File: src/rtl/snake_motion_unit.sv
// Snake motion unit: direction register, body buffer, move/grow,
// self-collision scan, apple detection and a registered render read port.
module snake_motion_unit #(
  parameter int MAX_LEN = 16,
  parameter int GRID_W  = 6,
  parameter int GRID_H  = 6
) (
  input  logic       clock,
  input  logic       reset,
  input  logic       init,
  input  logic [3:0] buttons,
  input  logic       move,
  input  logic       grow,
  input  logic [5:0] apple,
  input  logic [3:0] rd_addr,
  output logic [5:0] rd_pos,
  output logic [5:0] head,
  output logic [4:0] size,
  output logic [3:0] direction,
  output logic       busy,
  output logic       done,
  output logic       ate,
  output logic       collided
);

  typedef enum logic [1:0] {IDLE, CHECK, FIN} state_t;

  state_t     state, state_n;
  logic [5:0] body [MAX_LEN];
  logic [3:0] last_dir;
  logic [3:0] opp;
  logic [4:0] k;
  logic [2:0] row, col, row_n, col_n;
  logic [5:0] new_head;
  logic       start, last_k, btn_ok;

  assign head     = body[0];
  assign busy     = (state != IDLE);
  assign row      = body[0][5:3];
  assign col      = body[0][2:0];
  assign new_head = {row_n, col_n};

  always_comb begin
    row_n = row;
    col_n = col;
    unique case (1'b1)
      direction[3]: row_n = (row == 3'd0) ? 3'(GRID_H - 1) : row - 3'd1;
      direction[2]: row_n = (row == 3'(GRID_H - 1)) ? 3'd0 : row + 3'd1;
      direction[1]: col_n = (col == 3'd0) ? 3'(GRID_W - 1) : col - 3'd1;
      direction[0]: col_n = (col == 3'(GRID_W - 1)) ? 3'd0 : col + 3'd1;
      default: ;
    endcase
  end

  // Reversal is judged against the last executed move, not the pending one.
  assign opp    = {last_dir[2], last_dir[3], last_dir[0], last_dir[1]};
  assign btn_ok = $onehot(buttons) && !(size > 5'd1 && buttons == opp);
  assign last_k = (size <= 5'd1) || (k >= 5'(size - 5'd1));

  always_comb begin
    state_n = state;
    start   = 1'b0;
    unique case (state)
      IDLE: if (move) begin
        state_n = CHECK;
        start   = 1'b1;
      end
      CHECK: if (last_k) state_n = FIN;
      FIN:   state_n = IDLE;
      default: state_n = IDLE;
    endcase
    if (init) begin
      state_n = IDLE;
      start   = 1'b0;
    end
  end

  always_ff @(posedge clock or posedge reset) begin
    if (reset) state <= IDLE;
    else       state <= state_n;
  end

  always_ff @(posedge clock or posedge reset) begin
    if (reset) begin
      for (int i = 0; i < MAX_LEN; i++) body[i] <= 6'h00;
      body[0]   <= 6'h12;
      size      <= 5'd1;
      direction <= 4'b0001;
      last_dir  <= 4'b0001;
      ate       <= 1'b0;
      collided  <= 1'b0;
      done      <= 1'b0;
      rd_pos    <= 6'h00;
      k         <= 5'd1;
    end else if (init) begin
      for (int i = 0; i < MAX_LEN; i++) body[i] <= 6'h00;
      body[0]   <= 6'h12;
      size      <= 5'd1;
      direction <= 4'b0001;
      last_dir  <= 4'b0001;
      ate       <= 1'b0;
      collided  <= 1'b0;
      done      <= 1'b0;
      rd_pos    <= 6'h00;
      k         <= 5'd1;
    end else begin
      done <= (state == FIN);
      if (btn_ok) direction <= buttons;
      if (start) begin
        for (int i = 1; i < MAX_LEN; i++) body[i] <= body[i-1];
        body[0]  <= new_head;
        last_dir <= direction;
        if (grow && size < 5'(MAX_LEN)) size <= size + 5'd1;
        ate <= (new_head == apple);
        k   <= 5'd1;
      end else if (state == CHECK) begin
        if (size > 5'd1 && body[k[3:0]] == body[0]) collided <= 1'b1;
        k <= k + 5'd1;
      end
      rd_pos <= ({1'b0, rd_addr} < size) ? body[rd_addr] : 6'h3F;
    end
  end

endmodule

File: config.mk
export PLATFORM = sky130hd
export DESIGN_NAME = snake_motion_unit
export DESIGN_NICKNAME = d
export VERILOG_FILES = /design/src/rtl/snake_motion_unit.sv
export SDC_FILE = /design/constraint.sdc
export NUM_CORES = 1
export LEC_CHECK = 0
export ABC_CLOCK_PERIOD_IN_PS = 9100
export BUFFER_PORTS_ARGS = -buffer_cell sky130_fd_sc_hd__buf_2
export CAP_MARGIN = 20
export CORE_AREA = 2 2 113 115
export DETAILED_ROUTE_END_ITERATION = 8
export DIE_AREA = 0 0 115 117
export PLACE_DENSITY = 0.77
export SLEW_MARGIN = 30
export SYNTH_ARGS = -nofsm -noshare
export SYNTH_HDL_FRONTEND = slang
export SYNTH_SLANG_ARGS = --single-unit
File: constraint.sdc
create_clock -name clock -period 9.1 [get_ports clock]
set_clock_uncertainty 0.1 [all_clocks]
set_input_delay 0.91 -clock clock [delete_from_list [all_inputs] [get_ports clock]]
set_output_delay 0.91 -clock clock [all_outputs]
set_load 0.005 [all_outputs]
==> flow_summary.json <==
{
  "status": "complete, no violations",
  "rows": 41,
  "p_clk_frac": 0.456,
  "cp-start-kind": "flop",
  "placed_area_um2": 7370,
  "fin_crit_sh": 0.313,
  "track_usage": 0.257,
  "cts_setup_buffers": 0,
  "stdcell_count": 885,
  "dp_hpwl_um": 10400,
  "cpPeakStageDelay_ns": 0.72,
  "start_util": 0.584,
  "io_pins": 44,
  "drt_pass1_iterations": 8,
  "leakagePower_uw": 0.00332,
  "max-slew-margin-rel": 0.351,
  "grt_max_degree": 114,
  "critPathMostFrequentCell": "mux2i_1",
  "grt_pass1_vias": 5130,
  "max-clock-path-buffers": 2,
  "vdd_drop_max_mv": 0.121,
  "pwr-share-seq": 0.423,
  "hold-worst-slack_ns": 0.412,
  "worstPathRequired_ns": 9.36,
  "rsz0062_at_grt": "no",
  "synth_warnings": 0,
  "hold_path_class": "reg -> reg",
  "yosysUniqueCellTypes": 48,
  "via_count": 5512,
  "p_int_uw": 1030,
  "drt-initial-drc-count": 494,
  "power.switching_uw": 381,
  "worstPathCellList": "buf_4 > mux4_2 > mux2i_1 > mux2i_1 > xor2_1 > nor4_1 > a32o_1",
  "nets": 756,
  "worst_pin_slew_ns": 0.974,
  "dp_cells": 853,
  "die-area_um2": 13500,
  "min_period_ns": 2.85,
  "end_kind": "flop",
  "die_h_um": 117,
  "antenna_found_initial": 0,
  "max_freq_ghz": 0.351,
  "worstPathMaxFanout": 17,
  "maxCapViolCount": 0,
  "switching_share": 0.270,
  "worstPathArrival_ns": 3.12,
  "async_flop_share": 1.00,
  "syn_area_per_cell_um2": 9.99,
  "cts.reportedPaths.clkPinSlew_ns": 0.06,
  "grt_pass1_wl_um": 26500,
  "coreArea_um2": 12300,
  "ys_ff_latch": 125,
  "drc": 0,
  "drive_above_1_share": 0.188,
  "wl_per_cell_um": 18.7,
  "fin_area_um2": 7930,
  "cpLargestDelayFamily": "multiplexers",
  "synthCells": 719,
  "wirelength_um": 16600,
  "gr-total-overflow": 0,
  "setup_tns_ns": 0,
  "setup_violations": 0,
  "cts_buffers": 17,
  "ys.flop_type": "dfrtp_1",
  "slowest_stage": "dfrtp_1",
  "port-buffer-count": 43,
  "cts_root_buf": "clkbuf_16",
  "synth_area_um2": 7190,
  "syn_to_final_growth_pct": 10.4,
  "antenna_cells": 0,
  "fp.dieW_um": 115,
  "hold_buffers": 0,
  "seq_area_frac_synth": 0.436,
  "p_comb_frac": 0.121,
  "worstPathBufferInverterCount": 1,
  "power_density_nw_per_um2": 178,
  "synth_nets": 753,
  "gp_congestion": 0.826,
  "critical_path_class": "reg -> reg",
  "cts_tree": "done",
  "clock_latency_ns": 0.43,
  "clock-sinks": 125,
  "cts.repair.resized": 0,
  "synth-edff-count": 0,
  "vias_per_cell": 6.23,
  "slew_viol_final": 0,
  "final_antenna_net_count": 0,
  "hold_viol": 0,
  "htree_num_levels": 4
}
worst paths after layout:
check / startpoint / to / slack [ns] / cells past startpoint
max: k[2] / collided / 6.25 / 7
min: last_dir[0] / last_dir[0] / 0.41 / 2
max reg2reg: k[2] / collided / 6.25 / 7
min reg2reg: last_dir[0] / last_dir[0] / 0.41 / 2
max in group asynchronous: reset / k[3] / 7.06 / 3
min in group asynchronous: reset / body[39] / 0.50 / 2
worst reg2reg max path, delay by kind of cell, from the launching register on:
kind | cells | cell delay (ns)
multiplexers | 3 | 0.86
AO/OA/AOI/OAI | 1 | 0.23
buffers and inverters | 1 | 0.38
flip-flops | 1 | 0.72
AND/OR/NAND/NOR | 1 | 0.33
XOR/XNOR | 1 | 0.17
final cells by class:
type,instances,area (um2)
Fill cell,942,4380
Multi-Input combinational cell,517,3740
Sequential cell,125,3140
Clock buffer,21,470
Timing Repair Buffer,47,251
Tap cell,150,188
Clock inverter,11,93.8
Inverter,14,55.1
layout by cell type, fill, tap and decap left out, types with 4 or more instances in the layout:
master      instances
nand2_1           202
buf_2              42
nor2_1             20
xor2_1             18
o21ai_0            10
clkinv_2            5
mux4_2             46
inv_1              12
ha_1               14
dfstp_2             6
clkbuf_16          17
o21a_1              7
o211ai_1            4
buf_4               4
mux4_1              7
mux2i_1            19
clkinvlp_4          4
xnor2_1            11
a21oi_1           101
a21o_1              5
nor3_1              5
nand2b_1            4
nand3_1             9
dfrtp_1           118
flip-flops by register name (all words and copies together) (netlist names):
register and flops:
done 1, body 90, collided 1, ate 1, rd_pos 6, direction 4, last_dir 4, state 2
head 6, k 5, size 5
metal layers:
| layer | vias up | track usage | part of all wire |
|---|---|---|---|
| met5 | - | 0 | 0 |
| met2 | 216 | 0.396 | 0.49 |
| met3 | 36 | 0.0602 | 0.066 |
| met1 | 2747 | 0.352 | 0.42 |
| met4 | 0 | 0.116 | 0.024 |
| li1 | 2513 | - | - |
stage by stage:
stage	total power, uW	utilization	setup slack (ns)
floorplan	730	-	4.77
global placement	768	0.597	5.96
detailed placement	775	0.598	5.99
CTS	1420	0.644	6.16
global route	1460	0.644	6.19
finish	1410	0.644	6.25
cells by family (layout without fill, tap and decap cells):
family                   after synthesis  in the layout  synth area share
XOR/XNOR                              29             29            0.0353
AO/OA/AOI/OAI                        139            139             0.107
adder cells (fa/ha/maj)               15             15            0.0272
AND/OR/NAND/NOR                      259            259             0.147
buffers and inverters                 77             93            0.0460
flip-flops                           125            125             0.436
multiplexers                          75             75             0.201
cell usage after synthesis, drive strengths merged (6+ instances only):
master | count | area (um2)
a21oi | 101 | 505
buf | 19 | 113
clkbuf | 44 | 165
dfrtp | 119 | 2980
dfstp | 6 | 158
ha | 14 | 175
inv | 14 | 52.6
mux2i | 19 | 190
mux4 | 53 | 1220
nand2 | 203 | 762
nand3 | 9 | 45.0
nor2 | 20 | 75.1
o21a | 7 | 52.6
o21ai | 10 | 50.1
xnor2 | 11 | 96.3
xor2 | 18 | 158
power groups by stage:
stage / sequential, uW / clock [uW] / combinational [uW]
2_1_floorplan: 591 / 0 / 139
3_3_place_gp: 605 / 0 / 163
3_5_place_dp: 606 / 0 / 169
4_1_cts: 596 / 649 / 171
5_1_grt: 600 / 675 / 189
6_report: 597 / 644 / 170
No activity file was read; power rests on OpenSTA's default activity.
